[src/rtl/wb_splitter_pkg.sv]
// Shared definitions for the Wishbone 1-to-N splitter with timeout.
//  - FSM state encoding (IDLE / ACTIVE / RESP)
//  - clog2 helper used to size the timeout counter
package wb_splitter_pkg;

  localparam logic [1:0] ST_IDLE   = 2'd0;
  localparam logic [1:0] ST_ACTIVE = 2'd1;
  localparam logic [1:0] ST_RESP   = 2'd2;

  // Number of bits needed to hold values 0..value-1.
  function automatic int clog2(input int value);
    int res;
    res = 0;
    for (longint p = 1; p < value; p = p * 2) res++;
    return res;
  endfunction

endpackage

[src/rtl/wb_tmo_counter.sv]
// Per-transaction timeout counter.
//  clk, rst : clock, synchronous active-high reset
//  clr      : returns the count to zero (held while the splitter is not ACTIVE)
//  en       : counts one per cycle, saturating at TIMEOUT_CYCLES
//  expired  : count equals TIMEOUT_CYCLES-1, i.e. the last cycle a slave may answer
module wb_tmo_counter #(
  parameter int TIMEOUT_CYCLES = 255,
  parameter int CNT_W          = 8
) (
  input  logic clk,
  input  logic rst,
  input  logic clr,
  input  logic en,
  output logic expired
);

  localparam logic [CNT_W-1:0] CNT_LAST = CNT_W'(TIMEOUT_CYCLES - 1);
  localparam logic [CNT_W-1:0] CNT_SAT  = CNT_W'(TIMEOUT_CYCLES);

  logic [CNT_W-1:0] cnt;

  always_ff @(posedge clk) begin
    if (rst || clr) begin
      cnt <= '0;
    end else if (en && (cnt != CNT_SAT)) begin
      cnt <= cnt + 1'b1;
    end
  end

  assign expired = (cnt == CNT_LAST);

endmodule

[src/rtl/wb_splitter_tmo.sv]
// Wishbone classic 1-to-N splitter with unmapped-index error, per-transaction
// timeout and sticky fault reporting.
//  wb_clk_i / wb_rst_i     : clock, synchronous active-high reset
//  m_wb_*                  : master-side port; ack/err are one-cycle registered pulses,
//                            dat_o holds the last acked slave data
//  s_wb_*                  : flattened slave-side ports, slave k at [k*W +: W]
//  fault_o/idx_o/tmo_o     : sticky record of the first unmapped access or timeout
//  fault_clr_i             : clears the fault record (a coincident new fault wins)
module wb_splitter_tmo
  import wb_splitter_pkg::*;
#(
  parameter int NUM_PERIPHERALS  = 4,
  parameter int ADDR_WIDTH       = 32,
  parameter int DATA_WIDTH       = 32,
  parameter int SEL_WIDTH        = 4,
  parameter int ADDR_SEL_LOW_BIT = 16,
  parameter int ADDR_SEL_BITS    = 4,
  parameter int TIMEOUT_CYCLES   = 255
) (
  input  logic                                  wb_clk_i,
  input  logic                                  wb_rst_i,
  input  logic                                  m_wb_cyc_i,
  input  logic                                  m_wb_stb_i,
  input  logic                                  m_wb_we_i,
  input  logic [SEL_WIDTH-1:0]                  m_wb_sel_i,
  input  logic [ADDR_WIDTH-1:0]                 m_wb_adr_i,
  input  logic [DATA_WIDTH-1:0]                 m_wb_dat_i,
  output logic [DATA_WIDTH-1:0]                 m_wb_dat_o,
  output logic                                  m_wb_ack_o,
  output logic                                  m_wb_err_o,
  output logic [NUM_PERIPHERALS-1:0]            s_wb_cyc_o,
  output logic [NUM_PERIPHERALS-1:0]            s_wb_stb_o,
  output logic [NUM_PERIPHERALS-1:0]            s_wb_we_o,
  output logic [NUM_PERIPHERALS*SEL_WIDTH-1:0]  s_wb_sel_o,
  output logic [NUM_PERIPHERALS*ADDR_WIDTH-1:0] s_wb_adr_o,
  output logic [NUM_PERIPHERALS*DATA_WIDTH-1:0] s_wb_dat_o,
  input  logic [NUM_PERIPHERALS*DATA_WIDTH-1:0] s_wb_dat_i,
  input  logic [NUM_PERIPHERALS-1:0]            s_wb_ack_i,
  input  logic [NUM_PERIPHERALS-1:0]            s_wb_err_i,
  output logic                                  fault_o,
  output logic [ADDR_SEL_BITS-1:0]              fault_idx_o,
  output logic                                  fault_tmo_o,
  input  logic                                  fault_clr_i
);

  localparam int                IDXW    = ADDR_SEL_BITS;
  localparam int                CNT_W   = clog2(TIMEOUT_CYCLES + 1);
  localparam logic [IDXW:0]     NUM_EXT = (IDXW + 1)'(NUM_PERIPHERALS);

  logic [1:0]                 state, state_d;
  logic [IDXW-1:0]            idx_q, idx_in, fault_idx_d;
  logic [NUM_PERIPHERALS-1:0] hit;
  logic [DATA_WIDTH-1:0]      sel_dat;
  logic                       start, mapped_in, active, expired;
  logic                       sel_ack, sel_err;
  logic                       ack_d, err_d, cap, fault_set, fault_tmo_d;

  assign idx_in    = m_wb_adr_i[ADDR_SEL_LOW_BIT +: ADDR_SEL_BITS];
  assign mapped_in = ({1'b0, idx_in} < NUM_EXT);
  assign start     = m_wb_cyc_i & m_wb_stb_i;
  assign active    = (state == ST_ACTIVE);

  // Fan-out: address/data/control broadcast, cyc/stb only to the latched index.
  for (genvar k = 0; k < NUM_PERIPHERALS; k++) begin : g_slave
    assign hit[k]        = (idx_q == IDXW'(k));
    assign s_wb_cyc_o[k] = active & hit[k];
    assign s_wb_stb_o[k] = active & hit[k];
    assign s_wb_we_o[k]  = active & m_wb_we_i;
    assign s_wb_sel_o[k*SEL_WIDTH +: SEL_WIDTH]    = active ? m_wb_sel_i : '0;
    assign s_wb_adr_o[k*ADDR_WIDTH +: ADDR_WIDTH]  = active ? m_wb_adr_i : '0;
    assign s_wb_dat_o[k*DATA_WIDTH +: DATA_WIDTH]  = active ? m_wb_dat_i : '0;
  end

  // Responses from non-selected slaves are masked out here.
  assign sel_ack = |(s_wb_ack_i & hit);
  assign sel_err = |(s_wb_err_i & hit);

  always_comb begin
    sel_dat = '0;
    for (int k = 0; k < NUM_PERIPHERALS; k++) begin
      if (hit[k]) sel_dat = sel_dat | s_wb_dat_i[k*DATA_WIDTH +: DATA_WIDTH];
    end
  end

  wb_tmo_counter #(
    .TIMEOUT_CYCLES (TIMEOUT_CYCLES),
    .CNT_W          (CNT_W)
  ) u_tmo (
    .clk     (wb_clk_i),
    .rst     (wb_rst_i),
    .clr     (!active),
    .en      (active),
    .expired (expired)
  );

  // Priority in ACTIVE: abort > slave err > slave ack > timeout.
  always_comb begin
    state_d     = state;
    ack_d       = 1'b0;
    err_d       = 1'b0;
    cap         = 1'b0;
    fault_set   = 1'b0;
    fault_idx_d = idx_q;
    fault_tmo_d = 1'b0;
    case (state)
      ST_IDLE: begin
        if (start) begin
          if (mapped_in) begin
            state_d = ST_ACTIVE;
          end else begin
            state_d     = ST_RESP;
            err_d       = 1'b1;
            fault_set   = 1'b1;
            fault_idx_d = idx_in;
          end
        end
      end
      ST_ACTIVE: begin
        if (!m_wb_cyc_i) begin
          state_d = ST_IDLE;
        end else if (sel_err) begin
          state_d = ST_RESP;
          err_d   = 1'b1;
        end else if (sel_ack) begin
          state_d = ST_RESP;
          ack_d   = 1'b1;
          cap     = 1'b1;
        end else if (expired) begin
          state_d     = ST_RESP;
          err_d       = 1'b1;
          fault_set   = 1'b1;
          fault_tmo_d = 1'b1;
        end
      end
      default: state_d = ST_IDLE;
    endcase
  end

  always_ff @(posedge wb_clk_i) begin
    if (wb_rst_i) begin
      state       <= ST_IDLE;
      idx_q       <= '0;
      m_wb_ack_o  <= 1'b0;
      m_wb_err_o  <= 1'b0;
      m_wb_dat_o  <= '0;
      fault_o     <= 1'b0;
      fault_idx_o <= '0;
      fault_tmo_o <= 1'b0;
    end else begin
      state      <= state_d;
      m_wb_ack_o <= ack_d;
      m_wb_err_o <= err_d;
      if ((state == ST_IDLE) && start) idx_q <= idx_in;
      if (cap) m_wb_dat_o <= sel_dat;
      // First fault sticks; a clear in the same cycle lets the new fault in.
      if (fault_set && (!fault_o || fault_clr_i)) begin
        fault_o     <= 1'b1;
        fault_idx_o <= fault_idx_d;
        fault_tmo_o <= fault_tmo_d;
      end else if (fault_clr_i) begin
        fault_o     <= 1'b0;
        fault_idx_o <= '0;
        fault_tmo_o <= 1'b0;
      end
    end
  end

endmodule

[config.mk]
export PLATFORM = sky130hd
export DESIGN_NAME = wb_splitter_tmo
export DESIGN_NICKNAME = d
export VERILOG_FILES = /design/src/rtl/wb_splitter_pkg.sv /design/src/rtl/wb_tmo_counter.sv /design/src/rtl/wb_splitter_tmo.sv
export SDC_FILE = /design/constraint.sdc
export NUM_CORES = 1
export LEC_CHECK = 0
export BUFFER_PORTS_ARGS = -buffer_cell sky130_fd_sc_hd__buf_2
export CORE_AREA = 2 2 207 209
export DETAILED_ROUTE_END_ITERATION = 8
export DIE_AREA = 0 0 209 211
export MAX_ROUTING_LAYER = met4
export PLACE_DENSITY = 0.43
export SETUP_SLACK_MARGIN = 0.2
export SLEW_MARGIN = 20
export SYNTH_ARGS = -nofsm -noshare
export SYNTH_HDL_FRONTEND = slang
export SYNTH_SLANG_ARGS = --single-unit
export TNS_END_PERCENT = 20
[constraint.sdc]
create_clock -name wb_clk_i -period 3.28 [get_ports wb_clk_i]
set_clock_uncertainty 0.1 [all_clocks]
set_input_delay 0.492 -clock wb_clk_i [delete_from_list [all_inputs] [get_ports wb_clk_i]]
set_output_delay 0.492 -clock wb_clk_i [all_outputs]
set_load 0.02 [all_outputs]
==> run_results.csv <==
group,metric,value,unit
synthesis,netlist.top_cell.by_area,"buf_4",
sta,slew_headroom,0.463,
cts,clkLatencyLatePin,0.32,ns
hold_path,hold_class,"input pin to register",
global_routing,grt_pass1_wl,28.8,mm
place,globalplace.congestion,0.767,
cts,clk_pin_slew_worst_paths,0.09,ns
routing,wire_per_inst,14.8,um
sta,worst_slew_pin_slew,0.794,ns
sta,hold_viol_final,0,
worst_setup_path,crit_required,2.69,ns
global_routing,grt_start_max_net_pins,70,
die,die_y,211,um
sta,layout_min_cycle_time,2.49,ns
place,dp_cells,1431,
cts,cts_setup_buffers,0,
die,std_cell_rows,75,
synthesis,synth_area_leaders,"buf_4, dfxtp_1, a22oi_1",
global_routing,antenna_found_initial,7,
cts,clk_root_buffer_cell,"clkbuf_16",
die,core_area,0.0418,mm^2
cells_and_area,final_util,0.163,
cells_and_area,layoutNonFillerInstCount,1442,
worst_setup_path,critPathKind,"register to primary output",
cts,numClockSinks,54,
cells_and_area,final_common_cell,"buf_2",
cts,cts_tree,"yes",
synthesis,yosysWarnings,0,
place,port_buffers,533,
worst_setup_path,critPathLaunchType,"register",
sta,timing.hold.ws,0.350,ns
cts,clock_path_buffers,2,
outcome,outcome,"completed",
cts,h-tree-depth,2,
sta,fmax,402,MHz
die,die_area,0.0441,mm^2
synthesis,avgSynthCellArea,8.29,um^2
synthesis,synth-seq-cells,54,
sta,setup_viol,0,
pwr,power_density,244,mW/mm^2
die,io_pins,534,
routing,routed_via_density,3.53,
run,maxCapViolations,0,
pwr,p_leak,3.75,nW
global_routing,grt_usage,0.0916,
routing,drt_iter0_drc,216,
pwr,ir_worst_vdd,0.000219,V
die,die_w,209,um
worst_setup_path,cp_max_fo,69,
synthesis,synth_edf_count,0,
synthesis,synth_cells,598,
synthesis,netlist.area_leader.share,0.323,
worst_setup_path,critPathCaptureType,"primary output",
cells_and_area,area_growth_syn_to_layout,37.6,%
worst_setup_path,crit_arrival,1.90,ns
synthesis,ys_seq_area_frac,0.218,
synthesis,ys.flop_type,"dfxtp_1",
cts,hold_buffers,0,
synthesis,syn_nets,810,
sta,grt_setup_unrepaired,"no",
routing,first_pass_iters,4,
die,start_util,0.119,
sta,min_period_over_period,0.759,
synthesis,synth_async_sr_flop_share,0,
sta,slew_violations,0,
routing,wirelength,21.3,mm
place,dp_hpwl,18.0,mm
synthesis,synth_area,0.00496,mm^2
cells_and_area,drive_above_1_share,0.644,
pwr,p_total,1.67,mW
global_routing,grt_pass1_vias,4627,
routing,vias,5092,
cells_and_area,finalNetCount,1111,
global_routing,overflow,0,
routing,route.detailed.drc,0,
cts,cts-buffers-inserted,5,
cts,cts_resized,0,
synthesis,synth.distinct_cells,43,
routing,drtAntennaViolNets,0,
sta,tns,0,ns
cells_and_area,layout_common_cells,"buf_2, and2_1, a22oi_1",
[state kept, by name, indices dropped and copies added, names as in the netlist]
name,flops
fault_tmo_o,1
fault_o,1
m_wb_ack_o,1
fault_idx_o,4
m_wb_dat_o,32
idx_q,4
state,2
u_tmo.cnt,8
m_wb_err_o,1
[cell type report]
type                    instances  area, um^2
fillers                      4727       34900
repair buffers                540        2750
multi-input cells             296        2150
flip-flops and latches         54        1080
well taps                     539         674
clock buffers                   5         125
clock inverters                 3        28.8
inverters                       2        7.51
diodes                          3        7.51
[kinds of logic after synthesis]
logic type | Yosys count | share of synthesized area
AO/OA/AOI/OAI | 120 | 0.220
XOR/XNOR | 6 | 0.0106
adder cells (fa/ha/maj) | 2 | 0.00505
buffers and inverters | 248 | 0.354
flip-flops | 54 | 0.218
multiplexers | 2 | 0.00909
AND/OR/NAND/NOR | 166 | 0.183
[power by group]
group          leakage (nW)  internal [mW]  switching [mW]
combinational          3.24          0.175           0.224
sequential            0.436          0.662         0.00990
clock                0.0759          0.293           0.302
[through the flow]
stage	cell area, um^2	setup slack, ns
after floorplan	4960	0.878
after global placement	6660	0.983
after detailed placement	6660	0.924
after CTS	6810	0.680
after global routing	6820	0.606
final	6820	0.791
[worst paths after layout]
kind | start | end | slack, ns | depth (start not counted)
setup / recovery | state[0] | s_wb_dat_o[88] | 0.79 | 4
hold / removal | m_wb_adr_i[17] | idx_q[1] | 0.35 | 3
setup reg to reg | idx_q[0] | m_wb_dat_o[14] | 0.90 | 5
hold reg to reg | fault_idx_o[1] | fault_idx_o[1] | 0.39 | 1
[synthesized netlist by cell type (2+ instances only)]
| master | number |
|---|---|
| nand2_1 | 19 |
| buf_4 | 213 |
| nand2b_1 | 2 |
| buf_2 | 3 |
| nand3_1 | 3 |
| nor4_1 | 2 |
| dfxtp_1 | 54 |
| nor2_1 | 46 |
| xor2_1 | 5 |
| nor2b_1 | 4 |
| clkbuf_1 | 27 |
| and3_1 | 5 |
| a31oi_1 | 2 |
| a311oi_2 | 25 |
| a21oi_1 | 7 |
| and2_1 | 74 |
| a311oi_1 | 7 |
| nor4bb_1 | 2 |
| mux4_2 | 2 |
| a22oi_1 | 64 |
| a211oi_1 | 2 |
| a22o_1 | 3 |
| buf_6 | 3 |
| and4_1 | 2 |
| o21a_1 | 2 |
| inv_1 | 2 |
| ha_1 | 2 |
[critical path, cell delays in order, from the launching register on]
cell and delay (ns):
dfxtp_1 0.42, nor2b_4 0.30, buf_12 0.24, and2_1 0.33, buf_2 0.23
[routing by layer]
layer | GRT usage | routed length, um
met1 | 0.0955 | 8130
met2 | 0.167 | 11000
met3 | 0.0171 | 1330
met4 | 0.0426 | 892
met5 | - | 0
No activity file was read; power rests on OpenSTA's default activity.
